File: src/rtl/dt_pkg.sv
// Shared types, default branch table and branch-code decoding for the
// decision-tree inference scheduler.
package dt_pkg;

    typedef enum logic [1:0] {
        LEFT    = 2'b00,
        MIDDLE  = 2'b01,
        RIGHT   = 2'b10,
        INVALID = 2'b11
    } branch_e;

    typedef enum logic [1:0] {
        IDLE = 2'b00,
        EVAL = 2'b01,
        RESP = 2'b10
    } state_e;

    localparam int DT_TABLE_DEPTH = 8;
    localparam int DT_IDX_W       = 3;

    localparam branch_e DT_DEFAULT_TABLE [DT_TABLE_DEPTH] = '{
        LEFT, MIDDLE, LEFT, RIGHT, RIGHT, LEFT, MIDDLE, RIGHT
    };

    // Returns {pred, err}; only the invalid code raises err.
    function automatic logic [1:0] branch_to_pred(input branch_e b);
        case (b)
            LEFT:          return 2'b00;
            MIDDLE, RIGHT: return 2'b10;
            default:       return 2'b01;
        endcase
    endfunction

endpackage

File: src/rtl/rr_arbiter.sv
// Combinational round-robin arbiter: the search starts at ptr_i and wraps,
// granting the first active request. The pointer is owned by the caller.
module rr_arbiter #(
    parameter int NUM_REQ = 4,
    parameter int ID_W    = $clog2(NUM_REQ)
) (
    input  logic [NUM_REQ-1:0] req_i,
    input  logic [ID_W-1:0]    ptr_i,
    input  logic               en_i,
    output logic [NUM_REQ-1:0] gnt_o,
    output logic [ID_W-1:0]    gnt_idx_o
);

    int             idx;
    logic [ID_W-1:0] sel;
    logic            found;

    always_comb begin
        gnt_o     = '0;
        gnt_idx_o = '0;
        found     = 1'b0;
        idx       = 0;
        sel       = '0;
        for (int off = 0; off < NUM_REQ; off++) begin
            idx = int'(ptr_i) + off;
            if (idx >= NUM_REQ) begin
                idx = idx - NUM_REQ;
            end
            sel = ID_W'(idx);
            if (en_i && !found && req_i[sel]) begin
                found      = 1'b1;
                gnt_o[sel] = 1'b1;
                gnt_idx_o  = sel;
            end
        end
    end

endmodule

File: src/rtl/dt_infer_sched.sv
// Shares one decision-tree lookup between NUM_REQ requesters: round-robin
// accept in IDLE, table lookup in EVAL, hold the result in RESP until taken.
module dt_infer_sched
    import dt_pkg::*;
#(
    parameter int NUM_REQ = 4,
    parameter int FEAT_W  = 3,
    parameter int ID_W    = $clog2(NUM_REQ)
) (
    input  logic                      clk,
    input  logic                      rst_n,
    input  logic [NUM_REQ-1:0]        req_valid,
    input  logic [NUM_REQ*FEAT_W-1:0] req_features,
    output logic [NUM_REQ-1:0]        req_ready,
    input  logic                      cfg_we,
    input  logic [FEAT_W-1:0]         cfg_addr,
    input  logic [1:0]                cfg_data,
    output logic                      res_valid,
    input  logic                      res_ready,
    output logic                      res_pred,
    output logic                      res_err,
    output logic [ID_W-1:0]           res_id,
    output logic [15:0]               res_count,
    output logic                      busy
);

    localparam int DEPTH = 1 << FEAT_W;

    state_e          state_q, state_d;
    logic [ID_W-1:0] ptr_q, ptr_d;
    logic [ID_W-1:0] id_q, id_d;
    logic [ID_W-1:0] res_id_q, res_id_d;
    logic [FEAT_W-1:0] feat_q, feat_d;
    logic            pred_q, pred_d;
    logic            err_q, err_d;
    logic [15:0]     count_q, count_d;

    logic [NUM_REQ-1:0] gnt;
    logic [ID_W-1:0]    gnt_idx;
    logic [FEAT_W-1:0]  gnt_feat;
    logic               gnt_en;
    logic [1:0]         lookup;

    branch_e tbl_q [DEPTH];

    // Grants are suppressed while reset is held so req_ready reads 0 then.
    assign gnt_en = (state_q == IDLE) && rst_n;

    rr_arbiter #(
        .NUM_REQ(NUM_REQ),
        .ID_W   (ID_W)
    ) u_arb (
        .req_i    (req_valid),
        .ptr_i    (ptr_q),
        .en_i     (gnt_en),
        .gnt_o    (gnt),
        .gnt_idx_o(gnt_idx)
    );

    always_comb begin
        gnt_feat = '0;
        for (int i = 0; i < NUM_REQ; i++) begin
            if (gnt[i]) begin
                gnt_feat = req_features[i*FEAT_W +: FEAT_W];
            end
        end
    end

    // Nonblocking table writes make an EVAL read in the same cycle see the old entry.
    assign lookup = branch_to_pred(tbl_q[feat_q]);

    always_comb begin
        state_d  = state_q;
        ptr_d    = ptr_q;
        feat_d   = feat_q;
        id_d     = id_q;
        res_id_d = res_id_q;
        pred_d   = pred_q;
        err_d    = err_q;
        count_d  = count_q;
        case (state_q)
            IDLE: begin
                if (|gnt) begin
                    feat_d  = gnt_feat;
                    id_d    = gnt_idx;
                    ptr_d   = (gnt_idx == ID_W'(NUM_REQ - 1)) ? '0 : gnt_idx + 1'b1;
                    state_d = EVAL;
                end
            end
            EVAL: begin
                {pred_d, err_d} = lookup;
                res_id_d        = id_q;
                state_d         = RESP;
            end
            RESP: begin
                if (res_ready) begin
                    count_d = count_q + 16'd1;
                    state_d = IDLE;
                end
            end
            default: state_d = IDLE;
        endcase
    end

    always_ff @(posedge clk or negedge rst_n) begin
        if (!rst_n) begin
            state_q <= IDLE;
        end else begin
            state_q <= state_d;
        end
    end

    always_ff @(posedge clk or negedge rst_n) begin
        if (!rst_n) begin
            ptr_q    <= '0;
            feat_q   <= '0;
            id_q     <= '0;
            res_id_q <= '0;
            pred_q   <= 1'b0;
            err_q    <= 1'b0;
            count_q  <= '0;
        end else begin
            ptr_q    <= ptr_d;
            feat_q   <= feat_d;
            id_q     <= id_d;
            res_id_q <= res_id_d;
            pred_q   <= pred_d;
            err_q    <= err_d;
            count_q  <= count_d;
        end
    end

    always_ff @(posedge clk or negedge rst_n) begin
        if (!rst_n) begin
            for (int i = 0; i < DEPTH; i++) begin
                tbl_q[FEAT_W'(i)] <= DT_DEFAULT_TABLE[DT_IDX_W'(i)];
            end
        end else if (cfg_we) begin
            tbl_q[cfg_addr] <= branch_e'(cfg_data);
        end
    end

    assign req_ready = gnt;
    assign res_valid = (state_q == RESP);
    assign res_pred  = pred_q;
    assign res_err   = err_q;
    assign res_id    = res_id_q;
    assign res_count = count_q;
    assign busy      = (state_q != IDLE);

endmodule
File: config.mk
export PLATFORM = sky130hd
export DESIGN_NAME = dt_infer_sched
export DESIGN_NICKNAME = d
export VERILOG_FILES = /design/src/rtl/dt_pkg.sv /design/src/rtl/rr_arbiter.sv /design/src/rtl/dt_infer_sched.sv
export SDC_FILE = /design/constraint.sdc
export NUM_CORES = 1
export LEC_CHECK = 0
export ABC_AREA = 0
export CAP_MARGIN = 20
export CORE_AREA = 3 3 72 74
export CTS_CLUSTER_DIAMETER = 30
export CTS_CLUSTER_SIZE = 30
export DETAILED_ROUTE_END_ITERATION = 7
export DIE_AREA = 0 0 75 77
export PLACE_DENSITY_LB_ADDON = 0.05
export REMOVE_ABC_BUFFERS = 1
export SLEW_MARGIN = 0
export SYNTH_ARGS = -nofsm -noshare
export SYNTH_HDL_FRONTEND = slang
export SYNTH_SLANG_ARGS = --single-unit
File: constraint.sdc
create_clock -name clk -period 4.8 [get_ports clk]
set_input_delay 0.48 -clock clk [delete_from_list [all_inputs] [get_ports clk]]
set_output_delay 0.48 -clock clk [all_outputs]
set_load 0.03 [all_outputs]
=== After elaboration in Yosys (flattened, before gate mapping) ===
Index checks and enable logic that the tools add are counted.

* $add $sub $neg: 9
* Multiply operators: 0
* Divide/modulo/power cells: 0
* Order comparisons: 15
* Equality and inequality tests: 7
* Shift operators: 0
* Multiplexer cells: 46
* Bitwise logic cells: 5
* Reduce and logical (&&, ||, !) cells: 25

{| class="wikitable"
|+ Operators with widths
! cell !! number
|-
| 2-bit two-way mux || 14
|-
| 16-bit by 1-bit adder with 16-bit output (second input constant) || 1
|-
| 16-bit bitwise mux || 1
|-
| 4-bit two-way mux || 4
|-
| 1-bit logical AND || 13
|-
| 2-bit by 3-bit less-than comparator with 1-bit output (second input constant) || 4
|-
| 3-bit two-way mux || 4
|-
| 4-bit OR || 3
|-
| 1-bit two-way mux || 11
|-
| 3-bit >= comparator (second input constant) || 3
|-
| 1-bit binary-select mux with 2-bit select || 4
|-
| 1-bit demux with 2-bit select || 4
|-
| 2-bit by 1-bit >= comparator with 1-bit output (second input constant) || 4
|-
| 4-bit >= comparator (second input constant) || 2
|-
| 3-bit inverter with 4-bit output || 2
|-
| 2-bit AND reduction || 4
|-
| 2-bit by 1-bit subtractor with 2-bit output (second input constant) || 4
|-
| 2-bit by 2-bit adder with 3-bit output (second input constant) || 2
|-
| 2-bit binary-select mux with 3-bit select || 1
|-
| 2-bit demux with 3-bit select || 1
|-
| 2-bit equality test (second input constant) || 3
|-
| 2-bit one-hot mux with 3 select lines || 1
|-
| 2-bit by 1-bit equality test with 1-bit output (second input constant) || 2
|-
| 2-bit logical NOT || 2
|-
| 10 further kinds || 13
|}

* Bits in registers: 45
* Latch bits: 0
* Memory bits (writable): 0
* ROM bits: 0
* Input bits: 25
* Memories: 0

=== Depth between registers and ports, before layout ===
Gate-level depths: netlist (run 1).

* Depth after elaboration: 22
* Gate-level depth with buffers: 12
* Depth with buffers taken out: 10

=== Cells and area by module ===
From an unflattened synthesis (run 1), not the netlist that was laid out.

* Cells, all modules: 219
* Area, all modules: 2578.7 um2

{| class="wikitable"
|+ Modules (own cells, without submodules)
! module !! instances !! cells each !! area an instance (um2) !! sequential area each (um2)
|-
| dt_infer_sched || 1 || 156 || 2047.0 || 1168.6
|-
| rr_arbiter || 1 || 63 || 531.8 || 0.0
|}

=== Worst setup path before layout (run 1) ===
Ideal clock, no wire load.

* Kind: reg2reg
* From: reg ptr_q[1]
* To: reg id_q[0]
* Library setup time: 0.125 ns
* Data arrival time: 3.176 ns
* Data required time: 4.675 ns
* Path slack: 1.499 ns
* Cell stages (with the launch flop): 12
* Period minus slack after synthesis: 3.301 ns
* Cell sequence: dfrtp_1 -> clkbuf_2 -> inv_1 -> ha_1 -> mux4_2 -> buf_6 -> nand3b_1 -> a21oi_1 -> a221oi_2 -> inv_2 -> nor4_4 -> mux2_2

* Cells in the longest elaborated chain, start to end: 20
* Elaborated cells between the ends (all ways): 69
* Classes of those cells: add/sub (7); order compare (12); mux (31); bitwise (3); reduce/logical (16)

{| class="wikitable"
|+ RTL lines
! item !! RTL line !! RTL
|-
| start: declaration || dt_infer_sched.sv:30 || <nowiki>logic [ID_W-1:0] ptr_q, ptr_d;</nowiki>
|-
| start signal: assignment || dt_infer_sched.sv:123 || <nowiki>ptr_q <= ptr_d;</nowiki>
|-
| parallel branches: the longest is 17 deep, another holds 2-bit by 1-bit adder with 3-bit output || n/a ||
|-
| 4-bit two-way mux * || rr_arbiter.sv:30 || <nowiki>if (en_i && !found && req_i[sel]) begin</nowiki>
|-
| named net req_ready[2] || dt_infer_sched.sv:14 || <nowiki>output logic [NUM_REQ-1:0] req_ready,</nowiki>
|-
| 4-bit OR reduction * || dt_infer_sched.sv:83 || <nowiki>if (|gnt) begin</nowiki>
|-
| 2-bit AND reduction (no line) * || n/a ||
|-
| end signal: assignment || dt_infer_sched.sv:125 || <nowiki>id_q <= id_d;</nowiki>
|-
| end: declaration || dt_infer_sched.sv:31 || <nowiki>logic [ID_W-1:0] id_q, id_d;</nowiki>
|}

Mark *: on every way through the listed nets, which the timed path passes. The select of a mux whose other input is x is not followed.
A chain may end at the register's enable or synchronous reset.

==> results.toml, run 1 <==
[timing]
totalNegativeSetupSlack_ps = 0
fin_skew_ps = 11.7
setup_violations = 0
grt_setup_unrepaired = "no"
min_period_over_period = 0.917
timing.fmax_mhz = 227
timing.max_slew.rel_slack = 0.596
period_minus_slack_ps = 4400
worst-slew-pin-transition_ps = 601
hold_violations = 0
finalMaxSlewViolations = 0

[global_route]
grt_first_pass_wirelength_mm = 8.45
total_congestion_overflow_after_global_routing = 0
vias_in_the_first_global_route = 1800
global_route.usage.total = 0.185
maximum_number_of_pins_on_one_net_before_global_route_repair = 40
antenna_found_initial = 0

[routing]
firstDrtPassIters = 4
drcViolationCount = 0
post_drt_via_cell_ratio = 5.63
drt_iter0_drcs = 96
detail-route-antenna-nets = 0
wl_per_cell_um = 15.3
via_count = 1801
routed_wl_mm = 4.90

[cells_and_area]
final_nets = 300
area_growth_syn_to_layout_pct = 23.8
layoutNonFillerInstCount = 320
drive_above_1_share = 0.192
most-common-layout-cells = "49 x clkdlybuf4s50_1, 35 x dfrtp_1, 20 x mux2_2, 17 x nand2_1, 13 x nor2_1"
antenna_cells = 0
final_common_cell = "clkdlybuf4s50_1"

[die]
initial_utilization = 0.544
core-area_um2 = 4660
std_cell_rows = 25
die_w_um = 75
io_pins = 51
die-height_um = 77
die_area_um2 = 5780

[place]
dpl.cell_count = 312
routabilityCongestion = 0.879
dp_hpwl_mm = 3.74
io_buffers = 50

[logic_synthesis]
synthCells = 214
synth.ff_latch_count = 45
ys.warnings.count = 0
yosysUniqueCellTypes = 43
syn-mean-instance-area_um2 = 11.8
yosysSeqAreaShare = 0.461
syn-cell-area_um2 = 2530

[setup_path]
worstSetupStartpointType = "flop"
worst_ep_required_time_ps = 4320
worst-endpoint-arrival_ps = 3920
endpoint_kind = "output port"
cpPeakStageDelay_ps = 740
crit_type = "reg -> out"
timing.critical_path.fanout_max = 15
path_cells = "inv_1 > ha_1 > mux4_2 > a2111oi_4 > a221o_1 > clkdlybuf4s50_1"
critical_path_s_slowest_cell = "clkdlybuf4s50_1"

[cts]
clock_latency_ps = 300
clk_slew_on_worst_s_h_paths_ps = 90
cts-root-to-sink-buffers = 2
clock_tree.root_cell = "clkbuf_8"
tritoncts = "done"
cts-hold-fix-buffers = 0
htree_num_levels = 2
tritoncts.num_buffers = 5
post_cts_resized = 0
cts_setup_buffers = 0
numClockSinks = 45

[min_path]
hold_path_class = "in -> async"

[outcome]
outcome = "finished, final reports clean"

[power_and_ir_drop]
ir_drop_worst_case_vdd_v = 0.000372
powerDensity_nw_per_um2 = 509
static-leakage-power_nw = 1.31

[run]
max-cap-violations = 0
synth_stat cells (all sizes together):
master   number  area (um^2)
a2111oi       1         27.5
a211oi        1         7.51
a21oi         5         25.0
a221o         2         21.3
a221oi        5         56.3
a22oi         1         7.51
a31oi         1         6.26
a41o          3         33.8
and2          2         12.5
and3          5         31.3
buf           4         45.0
clkbuf        3         12.5
dfrtp        35          876
dfstp         2         52.6
edfxtp        8          240
ha           10          125
inv           9         33.8
mux2         20          225
mux2i         2         20.0
mux4          6          135
nand2        17         63.8
nand2b        4         25.0
nand3         7         35.0
nand3b        4         30.0
nand4         1         6.26
nor2         13         48.8
nor2b         3         18.8
nor3          7         40.0
nor3b         4         30.0
nor4          1         21.3
o21ai         6         30.0
o21bai        1         7.51
o221ai        1         8.76
o311a         1         11.3
or2           1         6.26
or3b          1         8.76
xnor2        12          105
xor2          5         43.8
metrics by stage:
stage	power, W	area (um^2)	hold WS [ps]	utilization	setup WS [ps]
finish	0.00160	3140	263	0.673	400
global route	0.00172	3140	289	0.673	166
CTS	0.00161	3140	277	0.673	415
detailed placement	0.00138	3050	476	0.654	733
global placement	0.00138	3050	461	0.654	829
floorplan	0.00113	2480	184	-	1370
registers in the layout, summed over array words and instances, names as in the netlist, named ones only:
signal,count
feat_q,3
id_q,2
ptr_q,1
res_count,16
res_err,1
res_id,2
res_pred,1
state_q,2
tbl_q,16
power breakdown:
group / leakage [nW] / switching [W] / internal [W]
combinational: 0.723 / 0.000412 / 0.000381
clock: 0.0462 / 0.000128 / 0.000103
sequential: 0.542 / 0.0000970 / 0.000476
total: 1.31 / 0.000638 / 0.000961
cell families after synthesis:
kind of cell / Yosys count / share of synthesized area
XOR/XNOR: 17 / 0.0587
AO/OA/AOI/OAI: 28 / 0.0958
multiplexers: 28 / 0.150
buffers and inverters: 16 / 0.0360
flip-flops: 45 / 0.461
adder cells (fa/ha/maj): 10 / 0.0494
AND/OR/NAND/NOR: 70 / 0.149
final timing paths:
path	from	to	slack (ps)	cells past startpoint
min in group clk	res_count[5]$_DFFE_PN0P_	res_count[5]$_DFFE_PN0P_	480	1
max in group asynchronous	rst_n	tbl_q[9]$_DFFE_PN1P_	4180	2
hold reg to reg	res_count[5]$_DFFE_PN0P_	res_count[5]$_DFFE_PN0P_	480	1
setup / recovery	flop	req_ready[3]	400	6
hold / removal	rst_n	res_pred$_DFFE_PN0N_	260	2
setup reg to reg	flop	id_q[1]$_DFFE_PN0P_	950	9
layer usage:
layer	vias up	share of wire	global-route usage
li1	882	-	-
met1	865	0.48	0.268
met2	49	0.45	0.280
met3	5	0.054	0.0472
met4	0	0.011	0.0356
met5	-	0	0
critical path, delay by kind of cell (launching register included):
kind | cells | cell delay (ps)
compound gates | 2 | 830
fa+ha+maj | 1 | 450
buf+inv | 2 | 1000
flops | 1 | 680
mux | 1 | 670
layout make-up:
type / count / area (um^2)
fillers: 356 / 1520
multi-input cells: 153 / 1270
flip-flops and latches: 45 / 1170
repair buffers: 51 / 503
clock buffers: 5 / 68.8
well taps: 54 / 67.6
inverters: 9 / 33.8
clock inverters: 3 / 21.3
(Power assumes the default switching activity.)
==> run 2: changes to the inputs <==
- SLEW_MARGIN: 0 -> 20
==> results of run 2 <==
No change in the layout: final DEF, timing and power equal those of run 1.
==> run 3: changes to the inputs <==
- CORE_AREA: 3 3 72 74 -> 3 3 79 81
- CTS_CLUSTER_SIZE: 30 -> not set
- DIE_AREA: 0 0 75 77 -> 0 0 82 84
- clock period: 4.8 -> 4 ns (I/O delays scaled with it)
==> results.toml, run 3 (synthesis gave the netlist of run 1 again) <==
[cells_and_area]
post_layout_inst_area_um2 = 3190
final_common_cell = "clkdlybuf4s50_1"
antenna_cells = 0
area_growth_syn_to_layout_pct = 25.7
final_nets = 304
layoutNonFillerInstCount = 342
most-common-layout-cells = "49 x clkdlybuf4s50_1, 35 x dfrtp_1, 20 x mux2_2, 17 x nand2_1, 13 x nor2_1"
filler_cell_count = 482
drive_above_1_share = 0.204

[setup_path]
cpPeakStageDelay_ps = 680
worstSetupStartpointType = "flop"
path_cells = "inv_1 > ha_1 > mux4_2 > nor3_2 > a221oi_2 > inv_2 > clkdlybuf4s50_1"
crit_type = "reg -> out"
reg2reg_depth = 10
timing.critical_path.fanout_max = 10
critical_path_s_slowest_cell = "clkdlybuf4s50_1"
worst_ep_required_time_ps = 3600
endpoint_kind = "output port"
worst-endpoint-arrival_ps = 3340

[power_and_ir_drop]
ir_drop_worst_case_vdd_v = 0.000396
powerDensity_nw_per_um2 = 609
total_power_w = 0.00194
static-leakage-power_nw = 1.33

[routing]
post_drt_via_cell_ratio = 5.19
routed_wl_mm = 5.00
via_count = 1775
drcViolationCount = 0
firstDrtPassIters = 4
drt_iter0_drcs = 96
wl_per_cell_um = 14.6
detail-route-antenna-nets = 0

[die]
die_area_um2 = 6890
initial_utilization = 0.458
io_pins = 51
die-height_um = 84
std_cell_rows = 27
core-area_um2 = 5540
die_w_um = 82

[timing]
min_period_over_period = 0.935
grt_setup_unrepaired = "no"
period_minus_slack_ps = 3740
timing.max_slew.rel_slack = 0.676
timing.fmax_mhz = 267
fin_skew_ps = 8.94
totalNegativeSetupSlack_ps = 0
finalMaxSlewViolations = 0
hold_violations = 0
setup_violations = 0
worst-slew-pin-transition_ps = 487

[cts]
htree_num_levels = 2
cts-hold-fix-buffers = 0
numClockSinks = 45
clock_tree.root_cell = "clkbuf_8"
tritoncts.num_buffers = 5
post_cts_resized = 0
cts-root-to-sink-buffers = 2
clk_slew_on_worst_s_h_paths_ps = 80
cts_setup_buffers = 0
tritoncts = "done"
clock_latency_ps = 290

[global_route]
maximum_number_of_pins_on_one_net_before_global_route_repair = 40
vias_in_the_first_global_route = 1778
global_route.usage.total = 0.154
total_congestion_overflow_after_global_routing = 0
antenna_found_initial = 0
grt_first_pass_wirelength_mm = 8.42

[min_path]
hold_path_class = "in -> async"

[place]
dpl.cell_count = 334
placed_instance_area_um2 = 3100
io_buffers = 50
dp_hpwl_mm = 3.70
routabilityCongestion = 0.798

[outcome]
outcome = "finished, final reports clean"

[run]
max-cap-violations = 0
## run 3: cell types whose count changed in the layout (fill, tap and decap cells not counted), sizes merged
cell / before / now
inv: 10 / 9
clkinv: 2 / 3
buf: 2 / 6
## run 3: through the flow
stage / worst slack, ps / hold WS [ps] / utilization
detailed placement: 476 / 471 / 0.560
CTS: 237 / 193 / 0.575
global route: 55.8 / 216 / 0.575
finish: 258 / 180 / 0.575
floorplan: 573 / 104 / -
global placement: 499 / 462 / 0.560
## run 3: layer usage
metal  part of all wire  routed length [um]  vias up  global-route usage
li1                   -                   -      886                   -
met1               0.49                2460      841               0.220
met2               0.44                2220       44               0.228
met3              0.061                 304        4              0.0540
met4             0.0046                  23        0              0.0242
met5                  0                   0        -                   0
## run 3: power breakdown
part	switching (W)	total, W	internal (W)
sequential	0.0000857	0.000658	0.000572
clock	0.000146	0.000267	0.000121
combinational	0.000536	0.00102	0.000481
total	0.000768	0.00194	0.00117
## run 3: path summary, 6_finish.rpt
check                      slack [ps]                        end                       from
min in group clk                  480  res_count[15]$_DFFE_PN0P_  res_count[15]$_DFFE_PN0P_
max                               260               req_ready[2]                       flop
min reg2reg                       480  res_count[15]$_DFFE_PN0P_  res_count[15]$_DFFE_PN0P_
max reg2reg                       780        id_q[1]$_DFFE_PN0P_                       flop
min                               180      tbl_q[13]$_DFFE_PN0P_                      rst_n
max in group asynchronous        3470       tbl_q[9]$_DFFE_PN1P_                      rst_n
## run 3: cell type report
cell class | count | area [um^2] | area share
Inverter | 9 | 33.8 | 0.0106
Clock inverter | 3 | 17.5 | 0.00550
Timing Repair Buffer | 55 | 533 | 0.167
Multi-Input combinational cell | 153 | 1270 | 0.400
Sequential cell | 45 | 1170 | 0.367
Clock buffer | 5 | 68.8 | 0.0216
Tap cell | 72 | 90.1 | 0.0283
## run 3: worst max-delay path: cells and delay by family (launching register included)
family	cells	cell delay, ps
flip-flops	1	350
buffers and inverters	3	980
AO/OA/AOI/OAI	1	180
multiplexers	1	670
adder cells (fa/ha/maj)	1	430
AND/OR/NAND/NOR	1	430
